### src/rtl/id_ex_operand_stage.sv
// ID/EX pipeline register with operand forwarding, immediate select and load-use bubble insertion.
// Flush beats hold beats load-use beats normal capture on each rising clk.
module id_ex_operand_stage #(
  parameter int XLEN   = 32,
  parameter int REG_AW = 5,
  parameter int ALU_CW = 4
) (
  input  logic              clk,
  input  logic              rst_n,
  input  logic              id_valid,
  input  logic [REG_AW-1:0] id_rs1,
  input  logic [REG_AW-1:0] id_rs2,
  input  logic [REG_AW-1:0] id_rd,
  input  logic [XLEN-1:0]   id_rs1_data,
  input  logic [XLEN-1:0]   id_rs2_data,
  input  logic [XLEN-1:0]   id_imm,
  input  logic              id_alu_src,
  input  logic [ALU_CW-1:0] id_alu_ctr,
  input  logic              id_mem_rd,
  input  logic              id_mem_wr,
  input  logic              id_reg_wr,
  input  logic              flush_i,
  input  logic              hold_i,
  input  logic [REG_AW-1:0] exm_rd,
  input  logic              exm_reg_wr,
  input  logic [XLEN-1:0]   exm_result,
  input  logic [REG_AW-1:0] mwb_rd,
  input  logic              mwb_reg_wr,
  input  logic [XLEN-1:0]   mwb_result,
  output logic              stall_o,
  output logic              ex_valid,
  output logic [ALU_CW-1:0] alu_ctr,
  output logic [XLEN-1:0]   alu_a,
  output logic [XLEN-1:0]   alu_b,
  output logic [XLEN-1:0]   store_data,
  output logic [REG_AW-1:0] ex_rd,
  output logic              ex_mem_rd,
  output logic              ex_mem_wr,
  output logic              ex_reg_wr
);

  logic              r_valid;
  logic [REG_AW-1:0] r_rs1;
  logic [REG_AW-1:0] r_rs2;
  logic [REG_AW-1:0] r_rd;
  logic [XLEN-1:0]   r_rs1_data;
  logic [XLEN-1:0]   r_rs2_data;
  logic [XLEN-1:0]   r_imm;
  logic              r_alu_src;
  logic [ALU_CW-1:0] r_alu_ctr;
  logic              r_mem_rd;
  logic              r_mem_wr;
  logic              r_reg_wr;

  logic              w_load_use;
  logic              w_rs2_used;
  logic              w_exm_a;
  logic              w_exm_b;
  logic              w_mwb_a;
  logic              w_mwb_b;
  logic [XLEN-1:0]   w_fwd_a;
  logic [XLEN-1:0]   w_fwd_b;

  // rs2 matters for the hazard when it feeds operand B or is the store data
  assign w_rs2_used = !id_alu_src || id_mem_wr;
  assign w_load_use = r_valid && r_mem_rd && (r_rd != '0) && id_valid &&
                      ((id_rs1 == r_rd) || ((id_rs2 == r_rd) && w_rs2_used));
  assign stall_o    = w_load_use || hold_i;

  always_ff @(posedge clk or negedge rst_n) begin
    if (!rst_n) begin
      r_valid    <= 1'b0;
      r_rs1      <= '0;
      r_rs2      <= '0;
      r_rd       <= '0;
      r_rs1_data <= '0;
      r_rs2_data <= '0;
      r_imm      <= '0;
      r_alu_src  <= 1'b0;
      r_alu_ctr  <= '0;
      r_mem_rd   <= 1'b0;
      r_mem_wr   <= 1'b0;
      r_reg_wr   <= 1'b0;
    end else if (flush_i || (!hold_i && w_load_use)) begin
      r_valid  <= 1'b0;
      r_mem_rd <= 1'b0;
      r_mem_wr <= 1'b0;
      r_reg_wr <= 1'b0;
      r_rd     <= '0;
    end else if (!hold_i) begin
      r_valid    <= id_valid;
      r_rs1      <= id_rs1;
      r_rs2      <= id_rs2;
      r_rd       <= id_rd;
      r_rs1_data <= id_rs1_data;
      r_rs2_data <= id_rs2_data;
      r_imm      <= id_imm;
      r_alu_src  <= id_alu_src;
      r_alu_ctr  <= id_alu_ctr;
      r_mem_rd   <= id_valid && id_mem_rd;
      r_mem_wr   <= id_valid && id_mem_wr;
      r_reg_wr   <= id_valid && id_reg_wr;
    end
  end

  // Youngest producer wins; x0 is never forwarded
  assign w_exm_a = exm_reg_wr && (exm_rd != '0) && (exm_rd == r_rs1);
  assign w_exm_b = exm_reg_wr && (exm_rd != '0) && (exm_rd == r_rs2);
  assign w_mwb_a = mwb_reg_wr && (mwb_rd != '0) && (mwb_rd == r_rs1);
  assign w_mwb_b = mwb_reg_wr && (mwb_rd != '0) && (mwb_rd == r_rs2);

  assign w_fwd_a = w_exm_a ? exm_result : (w_mwb_a ? mwb_result : r_rs1_data);
  assign w_fwd_b = w_exm_b ? exm_result : (w_mwb_b ? mwb_result : r_rs2_data);

  assign ex_valid   = r_valid;
  assign alu_ctr    = r_alu_ctr;
  assign alu_a      = w_fwd_a;
  assign alu_b      = r_alu_src ? r_imm : w_fwd_b;
  assign store_data = w_fwd_b;
  assign ex_rd      = r_rd;
  assign ex_mem_rd  = r_mem_rd;
  assign ex_mem_wr  = r_mem_wr;
  assign ex_reg_wr  = r_reg_wr;

endmodule

### config.mk
export PLATFORM = sky130hd
export DESIGN_NAME = id_ex_operand_stage
export DESIGN_NICKNAME = d
export VERILOG_FILES = /design/src/rtl/id_ex_operand_stage.sv
export SDC_FILE = /design/constraint.sdc
export NUM_CORES = 1
export LEC_CHECK = 0
export CAP_MARGIN = 0
export CELL_PAD_IN_SITES_DETAIL_PLACEMENT = 0
export CELL_PAD_IN_SITES_GLOBAL_PLACEMENT = 2
export CORE_MARGIN = 4
export CORE_UTILIZATION = 25
export DETAILED_ROUTE_END_ITERATION = 8
export PLACE_DENSITY_LB_ADDON = 0.05
export SLEW_MARGIN = 20
export SYNTH_ARGS = -nofsm -noshare
export SYNTH_HDL_FRONTEND = slang
export SYNTH_SLANG_ARGS = --single-unit
### constraint.sdc
create_clock -name clk -period 4 [get_ports clk]
set_input_delay 1.2 -clock clk [delete_from_list [all_inputs] [get_ports clk]]
set_output_delay 1.2 -clock clk [all_outputs]
set_load 0.03 [all_outputs]
==> impl_metrics.json <==
{
  "slew_violations": 0,
  "root_buffer": "clkbuf_16",
  "wire_per_inst_um": 22.22,
  "p_leak_nw": 5.529,
  "synth_seq_area_share": 0.4384,
  "hp-class": "reg2reg",
  "final_common_cell": "clkdlybuf4s50_1",
  "final_nets": 1262,
  "grt-ovfl-total": 0,
  "fp.dieW_um": 173.5,
  "fin_crit_sh": 1.078,
  "end_kind": "primary output",
  "power_switching_mw": 1.982,
  "slew_headroom": 0.5048,
  "rows": 60,
  "cts.sinks": 120,
  "route.detailed.drc": 0,
  "sw_frac_of_total": 0.3460,
  "yosysWarnings": 0,
  "maxCapViolCount": 0,
  "clkPwrFrac": 0.279,
  "gp_congestion": 0.8048,
  "clk_latency_ns": 0.42,
  "grt_max_degree": 56,
  "first_iter_violations": 199,
  "required_ns": 2.80,
  "fin_ws_ns": -0.3102,
  "status": "finished, violations left",
  "io_buffer_count": 309,
  "antenna_found_initial": 4,
  "p_seq_frac": 0.272,
  "peakVddDrop_mv": 0.2248,
  "critPathKind": "in2out",
  "synthToLayoutAreaGrowth_pct": 106.5,
  "clockBufferDepth": 2,
  "skew_ns": 0.01330,
  "dpl_worst_slack_ns": -1.175,
  "hold_viol": 0,
  "cts_tree": "yes",
  "grt_pass1_vias": 7839,
  "start_util": 0.2542,
  "power.total_mw": 5.728,
  "failed_checks": "negative setup slack",
  "synth_area_mm2": 0.006850,
  "tightest_slew_ns": 0.7428,
  "die_h_um": 173.5,
  "ant_nets": 0,
  "hpwlAfterDp_um": 22140,
  "rsz0062_at_grt": "true",
  "worst_setup_path_start_kind": "input port",
  "p_int_mw": 3.747,
  "reg2regPathDepth": 8,
  "core_area_mm2": 0.02695,
  "vias": 6898,
  "worstPathArrival_ns": 3.11,
  "path_clk_slew_ns": 0.06,
  "cts_max_level": 4,
  "min_period_ns": 4.310,
  "setup_viol": 96,
  "fin_util": 0.5250,
  "syn_nets": 844,
  "min_delay_path_depth": 2,
  "pwr-share-comb": 0.449,
  "worstPathMaxFanout": 4,
  "powerDensity_mw_per_mm2": 404.9,
  "cts_made_buffers": 17,
  "max_freq_mhz": 232.0,
  "drt_pass1_iterations": 4,
  "postSynthAreaPerCell_um2": 10.64,
  "ioPinCount": 310,
  "synth.distinct_cells": 33,
  "drive_gt1_frac": 0.5674,
  "fin_setup_tns_ns": -17.89,
  "syn_inst": 644,
  "grt.total_usage": 0.2039,
  "die-area_mm2": 0.03011,
  "final_cell_mix": "clkdlybuf4s50_1 (199), buf_6 (127), dfrtp_1 (119), mux2_2 (111), buf_4 (86)",
  "routed_wl_um": 31480,
  "grt_pass1_wl_um": 47310,
  "ys_ff_latch": 120,
  "via_per_inst": 4.868
}
## area by class of cell
type	instances	area, um^2
Sequential cell	120	3007
Multi-Input combinational cell	466	5221
Tap cell	341	426.7
Clock buffer	20	446.7
Clock inverter	12	151.4
Inverter	1	3.754
Antenna cell	1	2.502
Fill cell	2362	12800
Timing Repair Buffer	456	4890
## synth_stat cells (all sizes together)
library cell  number  area share
xor2               6      0.0077
mux2i             32       0.047
nor2b              1     0.00091
nor2              61       0.033
xnor2             24       0.031
a21oi             34       0.025
buf               28       0.021
nand4             24       0.022
a31oi             20       0.018
nand2             26       0.014
clkbuf            29       0.016
or2                3      0.0027
or3b               1      0.0013
mux2             131        0.22
and2               2      0.0018
dfrtp            120        0.44
and4               1      0.0013
a211oi            12       0.013
nor3              23       0.017
nand3              4      0.0029
o31ai             32       0.035
o21ai              3      0.0022
nor4               1      0.0031
or4                2      0.0022
o31a              12       0.015
a21boi             1      0.0011
inv                1     0.00055
o22ai              7      0.0064
o211ai             1      0.0018
a22o               2      0.0026
## repair_timing
action / CTS / global route
resized for setup: 367 / 89
pin swaps: 38 / 43
buffers inserted: 34 / 19
cloned: 8 / 2
hold buffers: 0 / 0
endpoints found under the setup margin: 96 / 96
## final timing paths
check | start | endpoint | slack (ns)
max | exm_rd[3] | alu_b[4] | -0.31
min | ex_mem_wr$_DFFE_PN0P_ | ex_mem_wr$_DFFE_PN0P_ | 0.50
max reg2reg | ex_rd[1]$_DFFE_PN0P_ | r_rs1_data[13]$_DFFE_PN0P_ | 1.81
min reg2reg | ex_mem_wr$_DFFE_PN0P_ | ex_mem_wr$_DFFE_PN0P_ | 0.50
max in group asynchronous | rst_n | r_imm[17]$_DFFE_PN0P_ | 2.29
min in group asynchronous | rst_n | r_imm[16]$_DFFE_PN0P_ | 0.72
## registers in the layout (all words and copies together) (netlist names), 4 cells and up
| register | count |
|---|---|
| r_imm | 32 |
| r_rs1_data | 32 |
| r_rs2_data | 32 |
| ex_rd | 5 |
| r_rs1 | 5 |
| r_rs2 | 5 |
| alu_ctr | 4 |
## cell families (layout without fill, tap and decap cells)
family                 after synthesis  after routing  synth area share
multiplexers                       163            163            0.2621
AO/OA/AOI/OAI                      124            124            0.1207
XOR/XNOR                            30             30           0.03836
buffers and inverters               58            489           0.03781
other                                0              1                 0
AND/OR/NAND/NOR                    149            149            0.1026
flip-flops                         120            120            0.4384
## through the flow
step           instances  hold slack [ns]  cell area (um^2)
2_1_floorplan        644           0.4800              7679
5_1_grt             1417           0.5188             14150
6_report            1417           0.4958             14150
3_5_place_dp        1335           0.4858             11660
4_1_cts             1408           0.4997             13750
3_3_place_gp        1335           0.4747             11660
## critical path: stages
cell      delay [ns]
buf_6           0.09
or4_4           0.54
o211ai_4        0.23
or2_4           0.23
buf_6           0.14
buf_8           0.13
a31oi_4         0.10
mux2_4          0.29
buf_6           0.14
## power groups by stage
stage,registers [mW],clock network (mW),logic (mW)
3_5_place_dp,1.56,0,2.16
5_1_grt,1.58,1.68,2.69
4_1_cts,1.55,1.63,2.50
3_3_place_gp,1.55,0,2.14
2_1_floorplan,1.50,0,1.23
6_report,1.56,1.60,2.57
## per-layer routing
layer	GRT usage	vias up	share of wire
li1	-	3240	-
met1	0.2547	3417	0.43
met2	0.3551	205	0.50
met3	0.05125	30	0.053
met4	0.04789	6	0.015
met5	0	-	0.00092
Power figures use the tool's default switching activity.
